File: src/rtl/filter2d_out_pack.sv
// -----------------------------------------------------------------------------
// filter2d_out_pack
// Output stage of the 2D filter. Packs four consecutive 8-bit filter results
// into one 32-bit word (byte0 = earliest pixel) and writes it into a ping-pong
// output memory. Tracks per-bank ownership with the consumer, drops whole frames
// whose target bank is still owned by the consumer, and signals when a new
// filter pass may be started.
//
// Optional feature macro: FILTER2D_OUT_SUM_EN
//   defined     : per-frame 16-bit pixel checksum on frame_sum
//   not defined : frame_sum tied to zero, no accumulator
//
// Ports
//   clk, reset_n          clock, asynchronous active-low reset
//   i_strb, i_data        pixel stream from the filter (never back-pressured)
//   wr_en/wr_addr/wr_data output memory write port, wr_addr = {bank, word}
//   frame_done/frame_bank one-cycle pulse when a bank becomes full, and its id
//   full                  per-bank consumer ownership flags
//   start_ok              filter may be started (idle and write bank free)
//   rel, rel_bank         consumer releases a bank
//   ovf, ovf_clr          sticky dropped-frame flag and its clear
//   frame_sum             checksum of the last completed frame
// -----------------------------------------------------------------------------
module filter2d_out_pack #(
   parameter  int WIDTH = 256,
   localparam int WORDS = (WIDTH * WIDTH) / 4,
   localparam int AW    = $clog2(WORDS) + 1
) (
   input  logic          clk,
   input  logic          reset_n,
   input  logic          i_strb,
   input  logic [7:0]    i_data,
   output logic          wr_en,
   output logic [AW-1:0] wr_addr,
   output logic [31:0]   wr_data,
   output logic          frame_done,
   output logic          frame_bank,
   output logic [1:0]    full,
   output logic          start_ok,
   input  logic          rel,
   input  logic          rel_bank,
   output logic          ovf,
   input  logic          ovf_clr,
   output logic [15:0]   frame_sum
);

   localparam int PIX = WIDTH * WIDTH;
   localparam int PW  = $clog2(PIX);

   typedef enum logic [1:0] {
      ST_IDLE = 2'd0,
      ST_FILL = 2'd1,
      ST_DROP = 2'd2
   } state_t;

   state_t        state_r;
   logic          wbank_r;
   logic [PW-1:0] pcnt_r;
   logic [23:0]   pack_r;
   logic [1:0]    full_r;
   logic [1:0]    full_nxt_s;
   logic          take_s;
   logic          drop_s;
   logic          last_s;

   assign last_s   = (pcnt_r == PW'(PIX - 1));
   assign full     = full_r;
   assign start_ok = (state_r == ST_IDLE) && !full_r[wbank_r];

   // Classify the current strobe: accepted into a bank, or discarded.
   always_comb begin
      take_s = 1'b0;
      drop_s = 1'b0;
      case (state_r)
         ST_IDLE: begin
            // The entering strobe is itself the first pixel of the frame.
            if (i_strb) begin
               take_s = !full_r[wbank_r];
               drop_s = full_r[wbank_r];
            end else begin
               take_s = 1'b0;
               drop_s = 1'b0;
            end
         end
         ST_FILL: take_s = i_strb;
         ST_DROP: drop_s = i_strb;
         default: begin
            take_s = 1'b0;
            drop_s = 1'b0;
         end
      endcase
   end

   // Bank ownership: consumer release first, frame-end set last so it wins.
   always_comb begin
      full_nxt_s = full_r;
      if (rel) begin
         full_nxt_s[rel_bank] = 1'b0;
      end else begin
         full_nxt_s = full_r;
      end
      if (take_s && last_s) begin
         full_nxt_s[wbank_r] = 1'b1;
      end else begin
         full_nxt_s[wbank_r] = full_nxt_s[wbank_r];
      end
   end

   // Frame state machine with packing, write port and ownership registers.
   always_ff @(posedge clk or negedge reset_n) begin
      if (!reset_n) begin
         state_r    <= ST_IDLE;
         wbank_r    <= 1'b0;
         pcnt_r     <= '0;
         pack_r     <= 24'h000000;
         full_r     <= 2'b00;
         ovf        <= 1'b0;
         wr_en      <= 1'b0;
         wr_addr    <= '0;
         wr_data    <= 32'h00000000;
         frame_done <= 1'b0;
         frame_bank <= 1'b0;
      end else begin
         wr_en      <= 1'b0;
         frame_done <= 1'b0;
         full_r     <= full_nxt_s;

         if (take_s || drop_s) begin
            pcnt_r <= last_s ? '0 : pcnt_r + PW'(1);
         end

         if (take_s) begin
            state_r <= last_s ? ST_IDLE : ST_FILL;
         end else if (drop_s) begin
            state_r <= last_s ? ST_IDLE : ST_DROP;
         end

         // Overflow is decided once, on the entering strobe; set beats clear.
         if (drop_s && (state_r == ST_IDLE)) begin
            ovf <= 1'b1;
         end else if (ovf_clr) begin
            ovf <= 1'b0;
         end

         if (take_s) begin
            case (pcnt_r[1:0])
               2'd0: pack_r[7:0]   <= i_data;
               2'd1: pack_r[15:8]  <= i_data;
               2'd2: pack_r[23:16] <= i_data;
               2'd3: begin
                  wr_en   <= 1'b1;
                  wr_data <= {i_data, pack_r};
                  wr_addr <= {wbank_r, pcnt_r[PW-1:2]};
               end
               default: pack_r <= pack_r;
            endcase
         end

         // Frame end always lands on lane 3, i.e. together with the last write.
         if (take_s && last_s) begin
            frame_done <= 1'b1;
            frame_bank <= wbank_r;
            wbank_r    <= ~wbank_r;
         end
      end
   end

`ifdef FILTER2D_OUT_SUM_EN
   logic [15:0] acc_r;
   logic [15:0] acc_nxt_s;
   logic [15:0] sum_r;

   // Restart the running sum with the first pixel of each accepted frame.
   always_comb begin
      if (state_r == ST_IDLE) begin
         acc_nxt_s = {8'h00, i_data};
      end else begin
         acc_nxt_s = acc_r + {8'h00, i_data};
      end
   end

   // Accumulate accepted pixels and publish the total on frame end.
   always_ff @(posedge clk or negedge reset_n) begin
      if (!reset_n) begin
         acc_r <= 16'h0000;
         sum_r <= 16'h0000;
      end else if (take_s) begin
         acc_r <= acc_nxt_s;
         if (last_s) begin
            sum_r <= acc_nxt_s;
         end
      end
   end

   assign frame_sum = sum_r;
`else
   assign frame_sum = 16'h0000;
`endif

endmodule

File: config.mk
export PLATFORM = sky130hd
export DESIGN_NAME = filter2d_out_pack
export DESIGN_NICKNAME = d
export VERILOG_FILES = /design/src/rtl/filter2d_out_pack.sv
export SDC_FILE = /design/constraint.sdc
export NUM_CORES = 1
export LEC_CHECK = 0
export BUFFER_PORTS_ARGS = -buffer_cell sky130_fd_sc_hd__buf_2
export CORE_MARGIN = 4
export CORE_UTILIZATION = 49
export DETAILED_ROUTE_END_ITERATION = 10
export MAX_ROUTING_LAYER = met4
export PLACE_DENSITY = 0.78
export SLEW_MARGIN = 40
export SYNTH_ARGS = -nofsm -noshare
export SYNTH_HDL_FRONTEND = slang
export SYNTH_SLANG_ARGS = --single-unit
File: constraint.sdc
create_clock -name clk -period 1.9 [get_ports clk]
set_clock_uncertainty 0.15 [all_clocks]
set_input_delay 0.285 -clock clk [delete_from_list [all_inputs] [get_ports clk]]
set_output_delay 0.285 -clock clk [all_outputs]
set_load 0.1 [all_outputs]
==> impl_metrics.env <==
export IMPL_critPathTopFamily="flip-flops"
export IMPL_crit_path_end_kind="output port"
export IMPL_r2r_cells=4
export IMPL_cp_start_kind="flop"
export IMPL_fp_row_count=32
export IMPL_r2r_end="pcnt_r[13]$_DFFE_PN0P_"
export IMPL_ios=84
export IMPL_diodes=0
export IMPL_ys_flop_type="dfrtp_1"
export IMPL_worst_pin_slew_ns=0.487
export IMPL_timing_final_crit_share=1.04
export IMPL_crit_buf_inv=1
export IMPL_initial_utilization=0.514
export IMPL_die_height_um=99
export IMPL_setup_ws_ns=-0.0756
export IMPL_drive_gt1_frac=0.506
export IMPL_wl_per_cell_um=15.6
export IMPL_slowest_stage="dfrtp_4"
export IMPL_fmax_mhz=506
export IMPL_hold_start="i_data[0]"
export IMPL_grt_pass1_wl_mm=13.2
export IMPL_dp_hpwl_mm=5.61
export IMPL_numCtsBuffers=9
export IMPL_slew_viol_final=0
export IMPL_track_usage=0.175
export IMPL_holdWs_ns=0.0451
export IMPL_slew_headroom=0.672
export IMPL_cp_arrival_ns=1.54
export IMPL_die_width_um=99
export IMPL_vias_per_cell=5.02
export IMPL_grt_max_degree=41
export IMPL_yosysTopAreaCellShare=0.592
export IMPL_ys_ff_latch=96
export IMPL_syn_area_um2=4060
export IMPL_setup_viol=1
export IMPL_syn_avg_cell_area_um2=14.1
export IMPL_synth_distinct_cells=34
export IMPL_reg2reg_slack_ns=0.04
export IMPL_path_cells="mux2_4, nor3_4, buf_12"
export IMPL_path_class="flop to output port"
export IMPL_drtPass1Iterations=7
export IMPL_clk_path_buf_depth=2
export IMPL_path_clk_slew_ns=0.10
export IMPL_routed_wl_mm=7.76
export IMPL_dr_first_iter_drc_count=90
export IMPL_synth_cells=288
export IMPL_numPortBuffers=67
export IMPL_yosysMostFrequentCell="dfrtp_1"
export IMPL_rsz0062_at_grt="yes"
export IMPL_synth_enable_flop_cells=0
export IMPL_num_fill_cells=626
export IMPL_vias=2494
export IMPL_syn_to_final_growth_pct=22.0
export IMPL_root_buffer="clkbuf_8"
export IMPL_max_cap_violations=0
export IMPL_ant_nets=0
export IMPL_grt_pass1_vias=2666
export IMPL_async_flop_share=1.00
export IMPL_netlist_top_cells_area="dfrtp_1 59%, mux2_2 15%, mux2_4 7.4%"
export IMPL_violations="setup timing"
export IMPL_cp_max_fo=4
export IMPL_gr_total_overflow=0
export IMPL_slowest_delay_ns=0.48
export IMPL_timing_rr_start="state_r[0]$_DFFE_PN0P_"
export IMPL_antenna_found_initial=0
export IMPL_drc=0
export IMPL_dieArea_um2=9800
export IMPL_min_path_type="primary input to flop"
export IMPL_gp_congestion=0.852
export IMPL_cts_tree="yes"
export IMPL_hold_depth=2
export IMPL_yosysTopAreaCell="dfrtp_1"
export IMPL_ys_warn_count=0
export IMPL_required_ns=1.46
export IMPL_seq_area_frac_synth=0.592
export IMPL_fin_crit_ns=1.98
export IMPL_nets=408
export IMPL_hold_viol_final=0
export IMPL_clock_latency_ns=0.36
export IMPL_min_to="pack_r[16]$_DFFE_PN0P_"
export IMPL_h_tree_depth=3
export IMPL_status="complete, but fails checks"
export IMPL_post_place_ws_ns=0.0346
export IMPL_core_area_um2=7890
export IMPL_cts_num_sinks=96
export IMPL_yosys_top_cells_count="96 x dfrtp_1, 53 x mux2_2, 20 x mux2_4, 16 x buf_4, 14 x nand2_1"
-- worst register-to-register path, stage by stage (launching register included) --
cell     delay, ns
dfrtp_1       0.42
a21bo_2       0.24
or4_4         0.48
or3_1         0.33
a21oi_1       0.16
-- state kept, by name, summed over array words and instances, names as in the netlist --
name        flops
wbank_r         1
ovf             1
full            2
frame_bank      1
wr_data        32
state_r         2
wr_en           1
frame_done      1
wr_addr        15
pack_r         24
pcnt_r         16
-- logic make-up after synthesis --
logic type / after synthesis / synth area share
other cells: 1 / 0.000924
mux: 73 / 0.221
simple gates: 55 / 0.0706
flops: 96 / 0.592
buf+inv: 31 / 0.0500
xor+xnor: 13 / 0.0281
fa+ha+maj: 4 / 0.0123
compound gates: 15 / 0.0250
-- per-layer routing --
metal / global-route usage / wire length (um) / vias up
li1: - / - / 1170
met1: 0.226 / 3460 / 1248
met2: 0.276 / 3810 / 65
met3: 0.0290 / 335 / 11
met4: 0.0725 / 150 / 0
met5: - / 0 / -
-- cell type report --
class | instances | area (um^2) | share of cell area
tap | 102 | 128 | 0.0258
inverter | 8 | 30.0 | 0.00607
timing repair buffer | 99 | 636 | 0.128
clock buffer | 9 | 124 | 0.0250
sequential | 96 | 2410 | 0.487
clock inverter | 7 | 65.1 | 0.0131
multi-input combinational | 176 | 1560 | 0.315
-- through the flow --
| stage | area [um^2] | instances | utilization | TNS, ns |
|---|---|---|---|---|
| 2_1_floorplan | 4160 | 303 | - | -7.32 |
| 3_5_place_dp | 4710 | 478 | 0.597 | 0 |
| 4_1_cts | 4920 | 497 | 0.624 | -0.0924 |
| 3_3_place_gp | 4710 | 478 | 0.597 | 0 |
| 6_report | 4950 | 497 | 0.628 | -0.0756 |
| 5_1_grt | 4950 | 497 | 0.628 | -0.147 |
-- how the worst max path moves through the flow --
| stage | from | to | cells after the start |
|---|---|---|---|
| after global routing | full[0]$_DFF_PN0_ | start_ok | 3 |
| after CTS | full[0]$_DFF_PN0_ | start_ok | 3 |
| final | full[0]$_DFF_PN0_ | start_ok | 3 |
| after global placement | full[0]$_DFF_PN0_ | pack_r[17]$_DFFE_PN0P_ | 5 |
| after floorplan | full[0]$_DFF_PN0_ | start_ok | 2 |
| after detailed placement | full[0]$_DFF_PN0_ | pack_r[18]$_DFFE_PN0P_ | 5 |
-- layout by cell type (no fill, tap or decap), types with 5 or more instances in the layout --
cell	n
nand3_1	5
nand2_1	10
buf_2	65
buf_4	28
conb_1	16
mux2_2	53
dfrtp_1	94
mux2_4	20
nand4_1	5
clkbuf_8	9
xnor2_1	9
nor2_1	11
inv_1	8
-- what timing repair did --
action                     CTS  global route
pin swaps                    1             0
setup endpoints to repair    1            14
cloned                       0             0
resized for setup            0             6
buffers inserted             1             0
hold buffers                 2             0
hold endpoints to repair    31             0
Power is left out: the tool's default activity adds up to more than one toggle a clock period on the data nets, which glitch-free logic cannot reach.
